**config.mk**
```make
export PLATFORM = sky130hd
export DESIGN_NAME = matmul_2x2_seq_ctrl
export DESIGN_NICKNAME = d
export VERILOG_FILES = /design/src/rtl/matmul_2x2_seq_ctrl.sv
export SDC_FILE = /design/constraint.sdc
export NUM_CORES = 1
export LEC_CHECK = 0
export BUFFER_PORTS_ARGS = -buffer_cell sky130_fd_sc_hd__buf_2
export CORE_ASPECT_RATIO = 1.5
export CORE_MARGIN = 4
export CORE_UTILIZATION = 36
export CTS_CLUSTER_DIAMETER = 80
export CTS_CLUSTER_SIZE = 30
export DETAILED_ROUTE_END_ITERATION = 8
export PLACE_DENSITY = 0.71
export RECOVER_POWER = 100
export SETUP_SLACK_MARGIN = 0.5
export SYNTH_ARGS = -nofsm -noshare
export SYNTH_HDL_FRONTEND = slang
export SYNTH_SLANG_ARGS = --single-unit
```
**constraint.sdc**
```tcl
create_clock -name clk -period 3.2 [get_ports clk]
set_input_delay 0.64 -clock clk [delete_from_list [all_inputs] [get_ports clk]]
set_output_delay 0.64 -clock clk [all_outputs]
set_load 0.005 [all_outputs]
```
**src/rtl/matmul_2x2_seq_ctrl.sv**
```systemverilog
// matmul_2x2_seq_ctrl
//   Computes c = A*b (2x2 matrix by 2x1 vector, floating point). It uses one
//   shared external multiplier and one shared external add_sub, which are
//   sequenced over four compute cycles.
//
//   Sequence: P11 (a11*b1 -> p_reg), C1 (p_reg + a12*b2 -> c1),
//             P21 (a21*b1 -> p_reg), C2 (p_reg + a22*b2 -> c2), DONE.
//
// Parameters
//   exp_width  : exponent field width
//   mant_width : mantissa width incl. hidden bit (word W = exp_width + mant_width)
//
// Ports
//   clk, rst_n              : clock (rising edge), async active-low reset
//   in_valid / in_ready     : operand handshake (ready only when idle)
//   a11,a12,a21,a22,b1,b2   : operands, latched on accept
//   round_mode              : rounding mode, latched on accept
//   out_valid / out_ready   : result handshake; c1/c2 held while stalled
//   c1, c2                  : results
//   mul_a, mul_b, mul_rm    : shared multiplier operand bus (0 when unused)
//   mul_out, mul_exc        : multiplier result / exceptions (combinational)
//   add_x, add_y, add_op,
//   add_rm                  : shared add_sub operand bus (add_op always 0)
//   add_out, add_exc        : add_sub result / exceptions (combinational)
//   exceptions              : sticky exception OR for the current operation
//
// Optional feature (macro MATMUL_SEQ_EXC_EN)
//   Defined  : exceptions is cleared on accept. It accumulates mul_exc in all
//              four compute states and add_exc in C1/C2.
//   Undefined: exceptions is tied to zero, and mul_exc/add_exc are unused.
module matmul_2x2_seq_ctrl #(
  parameter int exp_width  = 8,
  parameter int mant_width = 24
) (
  input  logic                            clk,
  input  logic                            rst_n,
  input  logic                            in_valid,
  output logic                            in_ready,
  input  logic [exp_width+mant_width-1:0] a11,
  input  logic [exp_width+mant_width-1:0] a12,
  input  logic [exp_width+mant_width-1:0] a21,
  input  logic [exp_width+mant_width-1:0] a22,
  input  logic [exp_width+mant_width-1:0] b1,
  input  logic [exp_width+mant_width-1:0] b2,
  input  logic [2:0]                      round_mode,
  output logic                            out_valid,
  input  logic                            out_ready,
  output logic [exp_width+mant_width-1:0] c1,
  output logic [exp_width+mant_width-1:0] c2,
  output logic [exp_width+mant_width-1:0] mul_a,
  output logic [exp_width+mant_width-1:0] mul_b,
  output logic [2:0]                      mul_rm,
  input  logic [exp_width+mant_width-1:0] mul_out,
  input  logic [4:0]                      mul_exc,
  output logic [exp_width+mant_width-1:0] add_x,
  output logic [exp_width+mant_width-1:0] add_y,
  output logic                            add_op,
  output logic [2:0]                      add_rm,
  input  logic [exp_width+mant_width-1:0] add_out,
  input  logic [4:0]                      add_exc,
  output logic [4:0]                      exceptions
);

  localparam int W = exp_width + mant_width;

  typedef enum logic [2:0] {
    IDLE  = 3'd0,
    S_P11 = 3'd1,
    S_C1  = 3'd2,
    S_P21 = 3'd3,
    S_C2  = 3'd4,
    DONE  = 3'd5
  } state_t;

  state_t state, next_state;

  logic [W-1:0] a11_r, a12_r, a21_r, a22_r, b1_r, b2_r;
  logic [W-1:0] p_reg;
  logic [2:0]   rm_r;
  logic         accept;

  assign accept = in_valid && in_ready;

  // State register
  always_ff @(posedge clk or negedge rst_n) begin
    if (!rst_n) state <= IDLE;
    else        state <= next_state;
  end

  // Next state and datapath steering
  always_comb begin
    next_state = state;
    in_ready   = 1'b0;
    out_valid  = 1'b0;
    mul_a      = '0;
    mul_b      = '0;
    add_x      = '0;
    add_y      = '0;
    unique case (state)
      IDLE: begin
        in_ready = 1'b1;
        if (in_valid) next_state = S_P11;
      end
      S_P11: begin
        mul_a      = a11_r;
        mul_b      = b1_r;
        next_state = S_C1;
      end
      S_C1: begin
        // The second product feeds the adder in the same cycle.
        mul_a      = a12_r;
        mul_b      = b2_r;
        add_x      = p_reg;
        add_y      = mul_out;
        next_state = S_P21;
      end
      S_P21: begin
        mul_a      = a21_r;
        mul_b      = b1_r;
        next_state = S_C2;
      end
      S_C2: begin
        mul_a      = a22_r;
        mul_b      = b2_r;
        add_x      = p_reg;
        add_y      = mul_out;
        next_state = DONE;
      end
      DONE: begin
        out_valid = 1'b1;
        if (out_ready) next_state = IDLE;
      end
      default: next_state = IDLE;
    endcase
  end

  assign mul_rm = rm_r;
  assign add_rm = rm_r;
  assign add_op = 1'b0;

  // Operand latch, partial product and result registers
  always_ff @(posedge clk or negedge rst_n) begin
    if (!rst_n) begin
      a11_r <= '0;
      a12_r <= '0;
      a21_r <= '0;
      a22_r <= '0;
      b1_r  <= '0;
      b2_r  <= '0;
      rm_r  <= '0;
      p_reg <= '0;
      c1    <= '0;
      c2    <= '0;
    end else begin
      if (accept) begin
        a11_r <= a11;
        a12_r <= a12;
        a21_r <= a21;
        a22_r <= a22;
        b1_r  <= b1;
        b2_r  <= b2;
        rm_r  <= round_mode;
      end
      unique case (state)
        S_P11:   p_reg <= mul_out;
        S_C1:    c1    <= add_out;
        S_P21:   p_reg <= mul_out;
        S_C2:    c2    <= add_out;
        default: ;
      endcase
    end
  end

`ifdef MATMUL_SEQ_EXC_EN
  logic [4:0] exc_r;

  always_ff @(posedge clk or negedge rst_n) begin
    if (!rst_n) begin
      exc_r <= '0;
    end else if (accept) begin
      exc_r <= '0;
    end else begin
      unique case (state)
        S_P11, S_P21: exc_r <= exc_r | mul_exc;
        S_C1,  S_C2:  exc_r <= exc_r | mul_exc | add_exc;
        default:      ;
      endcase
    end
  end

  assign exceptions = exc_r;
`else
  logic unused_exc;
  assign unused_exc = ^{mul_exc, add_exc};
  assign exceptions = '0;
`endif

endmodule

```
==> key figures <==
Flow run
  • # Max-Cap Violations: 1

Worst setup path
  • CP Class: flip-flop to output port
  • Startpoint types: flip-flop
  • CP required: 2.56 ns
  • Reg2reg start: state[0]$_DFFE_PN0P_
  • CP Max Fanout: 62
  • CP endpoint kind: output port
  • Reg2reg setup slack: 0.48 ns
  • Reg2reg path depth: 4
  • FF-to-FF End: a22_r[6]$_DFFE_PN0P_
  • WP data arrival: 2.26 ns

Pwr
  • Int Pwr: 0.0113 W
  • Gate power share: 0.500
  • Switching share of power: 0.358
  • Psw: 0.00629 W
  • Flop pwr share: 0.376
  • Max IR drop VDD: 0.643 mV
  • Clock power share: 0.124
  • Sum of internal, switching and leakage power: 0.0176 W
  • Leak Pwr: 7.66 nW
  • Pwr Density: 1050 nW/um^2

Min path
  • Worst Hold End: a11_r[7]$_DFFE_PN0P_
  • Hold Path Depth: 2
  • Type of the worst min-delay path: primary input to flip-flop
  • Hold Crit Start: a11[7]

Timing
  • Clock Skews: 0.0325 ns
  • Max Clock Freq: 345 MHz
  • Slew headroom: -0.362
  • Setup_tns: 0 ns
  • Final setup fails: 0
  • Slew Limit Fails: 74
  • RSZ-0062 raised after global routing: yes
  • Final period util: 0.907
  • Final Hold Viols: 0
  • Tmin final: 2.90 ns
  • Worst Tran Pin Value: 2.04 ns

GRT
  • Total GRT Usage: 0.183
  • Grt ovf: 0
  • Initial antenna violation count: 21
  • First-pass GRT wire length: 57.7 mm
  • Largest net degree at the start of global routing: 109
  • Vias in the first global route: 10.0k

Clock tree
  • CTS buffer count: 15
  • Worst-path clk slew: 0.11 ns
  • Sink Count: 294
  • Clock latency at the later pin of the worst-skew pair: 0.51 ns
  • CTS tree: done
  • H-tree levels: 1
  • Max Root-Sink Buffers: 3
  • Root Buffer: clkbuf_16

Synthesis
  • Synth top area cells: dfrtp_1, mux2_2, mux2_1, nor4bb_1, and3_1
  • Sequential fraction of the synthesis area: 0.555
  • Post-Synth Simple-Gate Area: 0.0837
  • Yosys warns: 0
  • Top-area cell type share of the netlist area: 0.555
  • Post-synthesis mux area share: 0.274
  • Library cells used by synthesis: 24
  • Syn Std Cell Area: 13300 um^2
  • #FFs+latches synth: 294
  • Syn Area/Cell: 14.4 um^2
  • Mapped Cells: 921
  • Compound-Gate Fraction of Synth Area: 0.0479
  • XOR/XNOR share of the synthesized area: 0.00189
  • Cell taking the most area after synthesis: dfrtp_1
  • Adder-cell area share of the yosys netlist: 0
  • Largest family of logic cells by synthesized area: multiplexers

Drt
  • TritonRoute pass-1 iters: 5
  • # DRC: 0
  • Vias per cell: 5.17
  • Post-DRT Antenna Nets: 0
  • Number of DRC markers in iteration 0: 621
  • Routed len/inst: 21.6 um
  • Final wirelength: 40.1 mm
  • DR vias: 9602

Placement
  • Inst Count DP: 1796
  • PortBufs: 462
  • HPWL Detailed: 27.0 mm
  • Routability Congestion: 0.859

Floorplan
  • DIE AREA: 40000 um^2
  • Chip height: 243 um
  • Initial Utilization: 0.367
  • Ports: 479
  • Die Span X: 165 um
  • CORE AREA: 36200 um^2
  • Site Rows: 85

Layout
  • Share of layout cells above drive strength 1: 0.479
  • Fillers: 3371
  • Post-Layout Cell Count: 1856
  • Synth-to-layout area growth: 26.6%
  • Final #Nets: 1628

Status
  • Status: complete, but fails checks
  • Violated checks: capacitance limit, slew limit
power by group through the flow:
stage	Combinational, W	Clock (W)	Sequential, W
global route	0.00946	0.00241	0.00684
global placement	0.00787	0	0.00665
finish	0.00878	0.00218	0.00660
detailed placement	0.00802	0	0.00678
CTS	0.00864	0.00230	0.00660
floorplan	0.00525	0	0.00639
area by class of cell:
type | count | area, um^2 | area share
Multi-Input combinational cell | 535 | 5500 | 0.328
Tap cell | 478 | 598 | 0.0356
Sequential cell | 294 | 7360 | 0.439
Antenna cell | 18 | 45.0 | 0.00268
Timing Repair Buffer | 507 | 2810 | 0.167
Inverter | 2 | 7.51 | 0.000447
Clock inverter | 6 | 83.8 | 0.00499
Clock buffer | 16 | 379 | 0.0226
timing repair:
item / 4_1_cts / 5_1_grt
gates cloned: 3 / 8
pin swaps: 4 / 15
endpoints found under the setup margin: 128 / 114
hold buffers: 0 / 0
endpoints found under the hold margin: 0 / 0
buffers inserted: 8 / 1
resized for setup: 20 / 18
placed cells by master, fill, tap and decap left out, types with 2 or more instances in the layout:
cell type and count:
mux2_2 263, buf_12 9, diode_2 18, nor4bb_4 2, buf_2 309, clkbuf_2 6, a21oi_1 2, dfrtp_1 292
buf_6 11, mux2_1 60, a22o_1 2, nor4bb_1 58, buf_16 3, dfrtp_4 2, nor4bb_2 4, conb_1 6
clkinv_4 2, clkbuf_16 21, nor3_1 2, buf_4 8, and3_1 63, clkbuf_1 152, buf_8 2, a211o_1 32
a32o_1 32
critical path: stages, from the launching register on:
cell and delay, ns:
dfrtp_1 0.55, inv_2 0.45, buf_12 0.29, and3_1 0.27, buf_2 0.14
synth_stat cells, drive strengths merged:
| master | n |
|---|---|
| nor2b | 1 |
| a211o | 32 |
| xor2 | 1 |
| a22o | 2 |
| nor3 | 2 |
| clkinv | 1 |
| clkbuf | 43 |
| nor4b | 1 |
| conb | 1 |
| dfrtp | 294 |
| mux2 | 323 |
| inv | 1 |
| nor2 | 1 |
| nor3b | 2 |
| a32o | 32 |
| buf | 52 |
| nor4bb | 64 |
| a21oi | 2 |
| o21bai | 1 |
| and3 | 64 |
| xnor2 | 1 |
per-layer routing:
metal	GRT usage	vias up	wire length [um]
li1	-	4293	-
met1	0.216	4879	15100
met2	0.316	353	20800
met3	0.0389	73	2880
met4	0.0808	4	1300
met5	0	-	27
through the flow:
| step | cell area (um^2) | setup slack [ns] | hold slack [ns] | util |
|---|---|---|---|---|
| 4_1_cts | 16800 | 0.412 | 0.110 | 0.463 |
| 5_1_grt | 16800 | 0.204 | 0.313 | 0.464 |
| 2_1_floorplan | 13300 | 1.05 | 0.344 | - |
| 3_5_place_dp | 16100 | 0.739 | 0.469 | 0.444 |
| 6_report | 16800 | 0.298 | 0.339 | 0.464 |
| 3_3_place_gp | 16100 | 0.753 | 0.459 | 0.444 |
logic make-up (layout without fill, tap and decap cells):
family	count (synthesis)	after routing
xor gates and xnor gates	2	2
muxes	323	323
DFF	294	294
and+or+nand+nor	135	135
other	1	24
buffers and inverters	97	531
AOI/OAI and AO/OA	69	69
worst max path at each step:
stage / from / to / slack, ns / depth (start not counted)
3_5_place_dp: state[2]$_DFFE_PN0P_ / mul_a[9] / 0.74 / 4
6_report: state[0]$_DFFE_PN0P_ / add_y[11] / 0.30 / 4
4_1_cts: state[1]$_DFFE_PN0P_ / mul_b[11] / 0.41 / 6
5_1_grt: state[0]$_DFFE_PN0P_ / add_y[11] / 0.20 / 4
2_1_floorplan: state[1]$_DFFE_PN0P_ / mul_a[10] / 1.05 / 4
3_3_place_gp: state[2]$_DFFE_PN0P_ / mul_a[20] / 0.75 / 4
Note: power is estimated with default switching activity, not from simulation.
